===== src/rtl/fetch_unit.sv =====
// rtl/fetch_unit.sv - RV32I instruction-fetch stage with PC, fetch queue and redirect flush
//
// Owns the PC, addresses the instruction ROM every cycle, buffers {pc, instr}
// pairs in a QDEPTH-entry queue and presents the queue head to decode.
// Decode outputs come only from registered queue state, so nothing on
// imem_rd or stall_d reaches them combinationally.
//
// Optional feature: define FETCH_MISALIGN_TRAP_EN to trap misaligned redirect
// targets (sticky misalign flag, fetch halts until reset). Without it the low
// two target bits are cleared and misalign is tied low.
//
// Ports:
//   clk, rst_n        clock (rising edge), synchronous active-low reset
//   imem_addr         byte address to instruction ROM (= pc)
//   imem_rd           ROM data, combinational from imem_addr
//   stall_d           decode cannot accept this cycle
//   redirect          EX taken branch/jump, flush and refetch
//   redirect_pc       redirect target byte address
//   valid_d           instr_d/pc_d hold a real instruction
//   instr_d, pc_d     queue head (NOP / 0 when empty)
//   pc4_d             pc_d + 4
//   misalign          sticky misaligned-redirect flag

module fetch_unit #(
    parameter logic [31:0] RESET_PC = 32'h0000_0000,
    parameter int          QDEPTH   = 2
) (
    input  logic        clk,
    input  logic        rst_n,
    output logic [31:0] imem_addr,
    input  logic [31:0] imem_rd,
    input  logic        stall_d,
    input  logic        redirect,
    input  logic [31:0] redirect_pc,
    output logic        valid_d,
    output logic [31:0] instr_d,
    output logic [31:0] pc_d,
    output logic [31:0] pc4_d,
    output logic        misalign
);

    localparam int PW = (QDEPTH > 1) ? $clog2(QDEPTH) : 1;
    localparam int CW = $clog2(QDEPTH + 1);
    localparam logic [CW-1:0] QDEPTH_C = CW'(QDEPTH);
    localparam logic [31:0]   NOP      = 32'h0000_0013;

    logic [31:0]   pc_q, pc_d_nxt;
    logic [PW-1:0] wr_ptr_q, wr_ptr_d;
    logic [PW-1:0] rd_ptr_q, rd_ptr_d;
    logic [CW-1:0] count_q, count_d;

    logic [31:0] q_pc_q    [QDEPTH];
    logic [31:0] q_instr_q [QDEPTH];

    logic        push, pop, halted;
    logic [31:0] target;

`ifdef FETCH_MISALIGN_TRAP_EN
    logic halted_q, halted_d;
    logic misalign_q, misalign_d;

    assign target = redirect_pc;

    always_comb begin
        halted_d   = halted_q;
        misalign_d = misalign_q;
        if (redirect && (redirect_pc[1:0] != 2'b00)) begin
            halted_d   = 1'b1;
            misalign_d = 1'b1;
        end
    end

    always_ff @(posedge clk) begin
        if (!rst_n) begin
            halted_q   <= 1'b0;
            misalign_q <= 1'b0;
        end else begin
            halted_q   <= halted_d;
            misalign_q <= misalign_d;
        end
    end

    assign halted   = halted_q;
    assign misalign = misalign_q;
`else
    // Low target bits are discarded: fetch always stays word aligned.
    logic unused_target_lsbs;
    assign unused_target_lsbs = &{1'b0, redirect_pc[1:0]};
    assign target   = {redirect_pc[31:2], 2'b00};
    assign halted   = 1'b0;
    assign misalign = 1'b0;
`endif

    assign imem_addr = pc_q;

    assign valid_d = (count_q != '0);
    assign instr_d = valid_d ? q_instr_q[rd_ptr_q] : NOP;
    assign pc_d    = valid_d ? q_pc_q[rd_ptr_q] : 32'h0;
    assign pc4_d   = pc_d + 32'd4;

    // A pop frees a slot in the same cycle, so a full queue can still accept.
    assign pop  = valid_d & ~stall_d;
    assign push = ~redirect & ~halted & ((count_q < QDEPTH_C) | pop);

    always_comb begin
        pc_d_nxt = pc_q;
        wr_ptr_d = wr_ptr_q;
        rd_ptr_d = rd_ptr_q;
        count_d  = count_q;
        if (redirect) begin
            // Flush wins over stall/push/pop; the popped head is killed by decode.
            pc_d_nxt = target;
            wr_ptr_d = '0;
            rd_ptr_d = '0;
            count_d  = '0;
        end else begin
            if (push) begin
                pc_d_nxt = pc_q + 32'd4;
                wr_ptr_d = wr_ptr_q + 1'b1;
            end
            if (pop) begin
                rd_ptr_d = rd_ptr_q + 1'b1;
            end
            case ({push, pop})
                2'b10:   count_d = count_q + 1'b1;
                2'b01:   count_d = count_q - 1'b1;
                default: count_d = count_q;
            endcase
        end
    end

    always_ff @(posedge clk) begin
        if (!rst_n) begin
            pc_q     <= RESET_PC;
            wr_ptr_q <= '0;
            rd_ptr_q <= '0;
            count_q  <= '0;
        end else begin
            pc_q     <= pc_d_nxt;
            wr_ptr_q <= wr_ptr_d;
            rd_ptr_q <= rd_ptr_d;
            count_q  <= count_d;
        end
    end

    // Queue storage needs no reset: entries are only visible through count_q.
    always_ff @(posedge clk) begin
        if (rst_n && push) begin
            q_pc_q[wr_ptr_q]    <= pc_q;
            q_instr_q[wr_ptr_q] <= imem_rd;
        end
    end

endmodule

===== config.mk =====
export PLATFORM = sky130hd
export DESIGN_NAME = fetch_unit
export DESIGN_NICKNAME = d
export VERILOG_FILES = /design/src/rtl/fetch_unit.sv
export SDC_FILE = /design/constraint.sdc
export NUM_CORES = 1
export LEC_CHECK = 0
export ABC_AREA = 1
export ABC_CLOCK_PERIOD_IN_PS = 10370
export CAP_MARGIN = 20
export CORE_MARGIN = 5
export CORE_UTILIZATION = 54
export DETAILED_ROUTE_END_ITERATION = 10
export PLACE_DENSITY = 0.87
export SYNTH_ARGS = -nofsm -noshare
export SYNTH_HDL_FRONTEND = slang
export SYNTH_SLANG_ARGS = --single-unit

===== constraint.sdc =====
create_clock -name clk -period 10.37 [get_ports clk]
set_input_delay 2.074 -clock clk [delete_from_list [all_inputs] [get_ports clk]]
set_output_delay 2.074 -clock clk [all_outputs]
set_load 0.1 [all_outputs]

==> key figures, run 1 <==
Status
  – Status: finished, final reports clean

Timing
  – Unrepaired setup endpoints after global routing: no
  – Final hold violations: 0
  – Final WS setup: between 3 and 4 ns
  – Setup TNS: 0 ns
  – Crit share post-route: 62.7%
  – Final min period: 6.50 ns
  – Final setup vio count: 0
  – Clock Skew: about 0.0070 ns
  – Achievable Freq: 154 MHz
  – Worst-Margin Slew: just over 1 ns
  – Pins Over Slew Limit: 0
  – Relative slew margins: a little under a third

Critical path
  – Slowest-stage cell, CP: clkdlybuf4s50_1
  – Combined buffer and inverter count along the critical path: 4
  – WP data required: slightly above 8 ns
  – Critical path class: flip-flop to primary output
  – CP max stage delay: 1.15 ns
  – Worst R2R End: imem_addr[14]
  – Maximum fanout along the worst path: 63
  – R2R depth: 9
  – Critical Path AT: between 4 and 5 ns
  – CP endpoint kind: primary output
  – Delay-heaviest family, CP: buffers and inverters
  – Worst-path cell chain: buf_4, clkinv_4, o21ai_2, inv_1, ha_1, nand2_2, nor2_2, nand2_1, xor2_1, clkdlybuf4s50_1
  – R2r setup slk: approximately 7.7 ns
  – Reg2Reg Launch Point: count_q[0]
  – CP startpoint kind: flip-flop

Detailed routing
  – TritonRoute pass-1 iters: 6
  – Post-route ant nets: 0
  – # DRC: 0
  – Drt first-iter violations: 738
  – Avg WL per Cell: approximately 16 µm
  – Vias per inst: ~5.3
  – Vias: 7301
  – WL final: 21600 µm

Global route
  – Grt total ovfl: 0
  – Initial antenna violation count: 0
  – Vias in the first global route: 6940
  – First-pass GRT wire length: around 34000 µm
  – Pin count of the biggest net entering global routing: 64
  – Total track usage: about a quarter

Final layout
  – Syn-to-layout area delta: 30.2%
  – Ratio of cells with drive above 1 in the final layout: under 10%
  – Inserted Diodes: 0
  – Nets: roughly 1200

Power and ir drop
  – Power density over the cells: 159 nW/µm²
  – Internal power: approximately 1.1 mW
  – Clk pwr share: around 33%
  – Comb power frac: between 20% and 30%
  – Max VDD drop: 0.000116 V
  – Sequential power share: between 40% and 50%
  – P_sw: roughly 0.58 mW
  – Sw frac: 34.3%
  – Leak pwr: roughly 4.2 nW

CTS
  – Clk buf depth: 2
  – Clock Sinks: approximately 160
  – H-tree level count: 4
  – Post-cts gate resize count: 0
  – # Post-CTS Setup Buffers: 0
  – Clock latency on the worst-skew pair: between 0.4 and 0.5 ns
  – CTS Hold Bufs: 0
  – Root Driver: clkbuf_16
  – CTS Buf Count: 17
  – Clock-pin slew on the worst setup and hold paths: ~0.070 ns
  – CTS tree: built

Floorplanning
  – Die area: between 15000 and 20000 µm²
  – Num rows: 45
  – Die W: ~130 µm
  – Chip height: ~130 µm
  – Starting Density: approximately 55%
  – Core area: approximately 15000 µm²
  – Io pins: 198

Yosys
  – Post-synth cell types: between 40 and 50
  – Post-Syn Area per Cell: roughly 8.3 µm²
  – Synth Warn #: 0
  – Yosys reg bits: ~160
  – Seq/Total Area, Yosys: between 50 and 60%
  – Synth Instances: 990
  – Post-synthesis cell area: ~8200 µm²

Worst hold path
  – Min-delay src: rd_ptr_q
  – Worst min-delay path class: flip-flop to flip-flop
  – Cell count of the worst hold path: 1

Place
  – Dpl ws: about 4.3 ns
  – Placer congestion estimate: roughly 0.94
  – HPWL Detailed: ~15000 µm
  – Number of port buffers: 188

Job
  – Max-cap violations: 0
-- sequential cells by signal (all words and copies together) (netlist names), named ones only --
signal,cells
imem_addr,30
q_instr_q,64
q_pc_q,60
rd_ptr_q,1
count_q,2
wr_ptr_q,1
-- synthesized netlist by cell type, drive strengths merged --
| master | n | area [µm²] |
|---|---|---|
| a211oi | 2 | 15.0 |
| a21oi | 59 | 295 |
| a22oi | 1 | 7.51 |
| a31oi | 4 | 25.0 |
| buf | 29 | 218 |
| clkbuf | 9 | 33.8 |
| clkinv | 1 | 8.76 |
| conb | 1 | 3.75 |
| dfxtp | 35 | 701 |
| edfxtp | 124 | 3720 |
| ha | 3 | 37.5 |
| inv | 99 | 379 |
| nand2 | 370 | 1420 |
| nand3 | 63 | 320 |
| nand3b | 5 | 37.5 |
| nand4 | 9 | 56.3 |
| nor2 | 116 | 490 |
| nor3 | 2 | 10.0 |
| o211ai | 2 | 15.0 |
| o21a | 1 | 7.51 |
| o21ai | 29 | 164 |
| o21bai | 1 | 7.51 |
| o221ai | 1 | 8.76 |
| or2 | 1 | 6.26 |
| xnor2 | 5 | 43.8 |
| xor2 | 18 | 158 |
-- routing by layer --
| metal | global-route usage, % | vias up | part of all wire (%) |
|---|---|---|---|
| met3 | 5.06 | 36 | 8.1 |
| met4 | 9.03 | 0 | 2.2 |
| met2 | 39.9 | 337 | 47 |
| li1 | - | 3563 | - |
| met5 | 0 | - | 0 |
| met1 | 31.6 | 3365 | 42 |
-- final cells by class --
cell class,instances,area [µm²]
repair buffers,193,1920
fillers,1176,4360
clock inverters,15,113
flip-flops and latches,159,4430
multi-input cells,699,3170
inverters,100,388
clock buffers,17,425
well taps,188,235
-- kinds of logic after synthesis --
family,after synthesis,share of synthesized area [%]
simple gates,566,28.6
buf+inv,138,7.80
xor+xnor,23,2.46
flops,159,54.0
other cells,1,0.0458
fa+ha+maj,3,0.458
compound gates,100,6.66
-- through the flow --
| step | cells | util, % | hold slack [ns] | total power [mW] | instance area [µm²] |
|---|---|---|---|---|---|
| finish | 1371 | 71.0 | 0.450 | 1.69 | 10700 |
| global route | 1371 | 71.0 | 0.468 | 1.75 | 10700 |
| CTS | 1371 | 71.0 | 0.452 | 1.70 | 10700 |
| detailed placement | 1339 | 67.4 | 0.443 | 1.14 | 10100 |
| global placement | 1339 | 67.4 | 0.428 | 1.14 | 10100 |
| floorplan | 996 | - | 0.425 | 1.04 | 8220 |
-- how the worst max path moves through the flow --
stage / startpoint / end / slack (ns) / cells past startpoint
5_1_grt: flip-flop / pc4_d[16] / 3.65 / 10
6_report: flip-flop / pc4_d[18] / 3.87 / 10
2_1_floorplan: redirect / q_instr_q[0][0] / 3.08 / 4
4_1_cts: flip-flop / pc4_d[18] / 3.87 / 10
3_5_place_dp: flip-flop / pc4_d[18] / 4.33 / 10
3_3_place_gp: flip-flop / pc4_d[18] / 4.36 / 10
-- cell usage in the layout, fill, tap and decap left out, types with 3 or more instances in the layout --
master,count
a21oi_1,59
a31oi_1,4
buf_4,5
clkbuf_16,17
clkdlybuf4s50_1,188
clkinv_1,3
clkinv_4,5
clkinvlp_4,5
conb_1,7
dfxtp_1,34
edfxtp_1,124
ha_1,3
inv_1,85
inv_2,12
inv_6,3
nand2_1,358
nand2_2,11
nand3_1,62
nand3b_1,5
nand4_1,9
nor2_1,98
nor2_2,16
o21ai_0,23
o21ai_2,5
xnor2_1,5
xor2_1,18
-- power by group through the flow --
stage | sequential [mW] | combinational [mW] | clock (mW)
detailed placement | 0.749 | 0.394 | 0
CTS | 0.736 | 0.396 | 0.564
global placement | 0.748 | 0.391 | 0
global route | 0.739 | 0.412 | 0.597
floorplan | 0.796 | 0.247 | 0
finish | 0.737 | 0.395 | 0.561
No activity file was read; power rests on OpenSTA's default activity.
==> inputs of run 2 (changes only) <==
- ABC_CLOCK_PERIOD_IN_PS: 10370 -> 6500
- CORE_UTILIZATION: 54 -> 50
- PLACE_DENSITY: 0.87 -> 0.82
- clock period: 10.37 -> 6.5 ns (I/O delays scaled with it)
==> run 2 against run 1 <==
Total power rose by 62%. Die area up 7.4%. Routed wire length is 6.0% higher. Sequential power grew 60%. Clock skew rose by 0.0014 ns. Non-clock buffer count is 1 higher. Worst setup slack worse by 2.9 ns. Sequential cell count unchanged. Largest cell class unchanged.
==> key figures, run 2 (synthesized netlist as in run 1, its figures left out) <==
Status
  – Status: finished, final reports clean (unchanged)

Worst hold path
  – Worst min-delay path class: flip-flop to flip-flop (unchanged)

Power and ir drop
  – Max VDD drop: 0.000275 V (was 0.000116 V)
  – Leak pwr: 4.19 nW (was 4.18 nW)
  – Power density over the cells: 256 nW/µm² (was 159 nW/µm²)
  – Internal power: 1.81 mW (was 1.11 mW)
  – Clk pwr share: 34.0% (was 33.1%)
  – P_sw: 0.928 mW (was 0.580 mW)
  – Comb power frac: 23.0% (was 23.3%)
  – Sequential power share: 43.0% (was 43.5%)
  – Sw frac: 33.9% (was 34.3%)

CTS
  – # Post-CTS Setup Buffers: 0 (unchanged)
  – H-tree level count: 4 (unchanged)
  – Root Driver: clkbuf_16 (unchanged)
  – Clock Sinks: 159 (unchanged)
  – Clock-pin slew on the worst setup and hold paths: 0.06 ns (was 0.07 ns)
  – CTS Hold Bufs: 0 (unchanged)
  – Clk buf depth: 2 (unchanged)
  – CTS Buf Count: 17 (unchanged)
  – Post-cts gate resize count: 0 (unchanged)
  – CTS tree: built (unchanged)
  – Clock latency on the worst-skew pair: 0.42 ns (was 0.43 ns)

Job
  – Max-cap violations: 0 (unchanged)

Floorplanning
  – Die W: 138 µm (was 133 µm)
  – Starting Density: 51.2% (was 54.5%)
  – Num rows: 46 (was 45)
  – Chip height: 138 µm (was 133 µm)
  – Die area: 19100 µm² (was 17700 µm²)
  – Io pins: 198 (unchanged)
  – Core area: 16000 µm² (was 15000 µm²)

Final layout
  – Nets: 1242 (was 1241)
  – Non-filler instance count after layout: 1400 (was 1371)
  – Top reg by flops: q_instr_q (unchanged)
  – Fin util: 67.0% (was 71.0%)
  – Inserted Diodes: 0 (unchanged)
  – Largest register FFs: 64 (unchanged)
  – Syn-to-layout area delta: 30.8% (was 30.2%)
  – Most frequent cells in the layout: 358 x nand2_1, 188 x clkdlybuf4s50_1, 124 x edfxtp_1 (unchanged)
  – Design area: 10700 µm² (about the same)
  – Most common cell after layout, fill and taps aside: nand2_1 (unchanged)
  – FILL cells: 1309 (was 1176)
  – Ratio of cells with drive above 1 in the final layout: 7.60% (was 7.52%)

Global route
  – Vias in the first global route: 6783 (was 6940)
  – Pin count of the biggest net entering global routing: 63 (was 64)
  – First-pass GRT wire length: 36700 µm (was 34300 µm)
  – Initial antenna violation count: 0 (unchanged)
  – Total track usage: 23.7% (was 24.2%)
  – Grt total ovfl: 0 (unchanged)

Critical path
  – CP max stage delay: 1.16 ns (was 1.15 ns)
  – CP endpoint kind: primary output (unchanged)
  – Critical path class: flip-flop to primary output (unchanged)
  – Critical Path AT: 4.22 ns (was 4.43 ns)
  – Combined buffer and inverter count along the critical path: 3 (was 4)
  – Maximum fanout along the worst path: 62 (was 63)
  – WP data required: 5.20 ns (was 8.30 ns)
  – Delay-heaviest family, CP: buffers and inverters (unchanged)
  – Worst-path cell chain: clkinv_4, o21ai_2, inv_1, ha_1, nand2_2, nor2_2, nand2_1, xor2_1, clkdlybuf4s50_1 (was buf_4, clkinv_4, o21ai_2, inv_1, ha_1, nand2_2, nor2_2, nand2_1, xor2_1, clkdlybuf4s50_1)
  – CP startpoint kind: flip-flop (unchanged)
  – Slowest-stage cell, CP: clkdlybuf4s50_1 (unchanged)

Place
  – Placer congestion estimate: 0.926 (was 0.940)
  – Cells after DPL: 1368 (was 1339)
  – Number of port buffers: 188 (unchanged)
  – Placed Area: 10200 µm² (was 10100 µm²)
  – HPWL Detailed: 16300 µm (was 15400 µm)
  – Dpl ws: 1.43 ns (was 4.33 ns)

Timing
  – Crit share post-route: a little over four fifths
  – Achievable Freq: roughly 180 MHz
  – Worst-Margin Slew: 1.03 ns (was 1.02 ns)
  – Final min period: ~5.5 ns
  – Clock Skew: 0.00842 ns (was 0.00699 ns)
  – Final WS setup: 0.984 ns (was 3.87 ns)
  – Final hold violations: 0 (unchanged)
  – Unrepaired setup endpoints after global routing: no (unchanged)
  – Pins Over Slew Limit: 0 (unchanged)
  – Min Hold Slack: 0.485 ns (was 0.450 ns)
  – Final setup vio count: 0 (unchanged)
  – Relative slew margins: 31.0% (was 31.9%)

Detailed routing
  – Vias per inst: 5.18 (was 5.33)
  – Post-route ant nets: 0 (unchanged)
  – # DRC: 0 (unchanged)
  – Avg WL per Cell: 16.3 µm (was 15.7 µm)
  – Drt first-iter violations: 741 (was 738)
  – WL final: 22900 µm (was 21600 µm)
  – Vias: 7246 (was 7301)
  – TritonRoute pass-1 iters: 6 (unchanged)
[run 2: path summary, 6_finish.rpt]
path | from | end | slack, ns | depth (start not counted)
worst max-delay path | flip-flop | pc4_d[16] | 0.98 | 9
worst min-delay path | rd_ptr_q | rd_ptr_q | 0.49 | 1
worst max register to register | count_q[0] | imem_addr[17] | 3.91 | 10
worst min register to register | rd_ptr_q | rd_ptr_q | 0.49 | 1
[run 2: worst register-to-register path: cells and delay by family (launching register included)]
family / cells / cell delay [ns]
buf+inv: 4 / 1.10
simple gates: 4 / 0.68
flops: 1 / 0.36
compound gates: 2 / 0.36
[run 2: routing by layer]
layer | global-route usage [%] | part of all wire [%] | up-vias
met5 | 0 | 0 | -
met4 | 5.62 | 1.0 | 0
met3 | 5.55 | 8.1 | 28
met2 | 39.1 | 48 | 341
met1 | 32.2 | 42 | 3320
li1 | - | - | 3557
[run 2: final cells by class]
| type | count | area, µm² | share of cell area [%] |
|---|---|---|---|
| Clock buffer | 19 | 433 | 4.04 |
| Timing Repair Buffer | 194 | 1930 | 18.0 |
| Clock inverter | 13 | 113 | 1.05 |
| Inverter | 100 | 388 | 3.62 |
| Multi-Input combinational cell | 699 | 3170 | 29.5 |
| Sequential cell | 159 | 4430 | 41.3 |
| Tap cell | 216 | 270 | 2.52 |
[run 2: power groups by stage]
stage          Clock (mW)  Combinational [mW]  Sequential (mW)
2_1_floorplan           0               0.393             1.27
3_3_place_gp            0               0.625             1.19
3_5_place_dp            0               0.631             1.20
4_1_cts             0.937               0.633             1.18
5_1_grt             0.988               0.660             1.18
6_report            0.932               0.632             1.18
[run 2: per-stage QoR]
| step | total power, mW | setup TNS [ns] |
|---|---|---|
| 2_1_floorplan | 1.66 | -1.63 |
| 3_3_place_gp | 1.82 | 0 |
| 3_5_place_dp | 1.83 | 0 |
| 4_1_cts | 2.75 | 0 |
| 5_1_grt | 2.83 | 0 |
| 6_report | 2.74 | 0 |
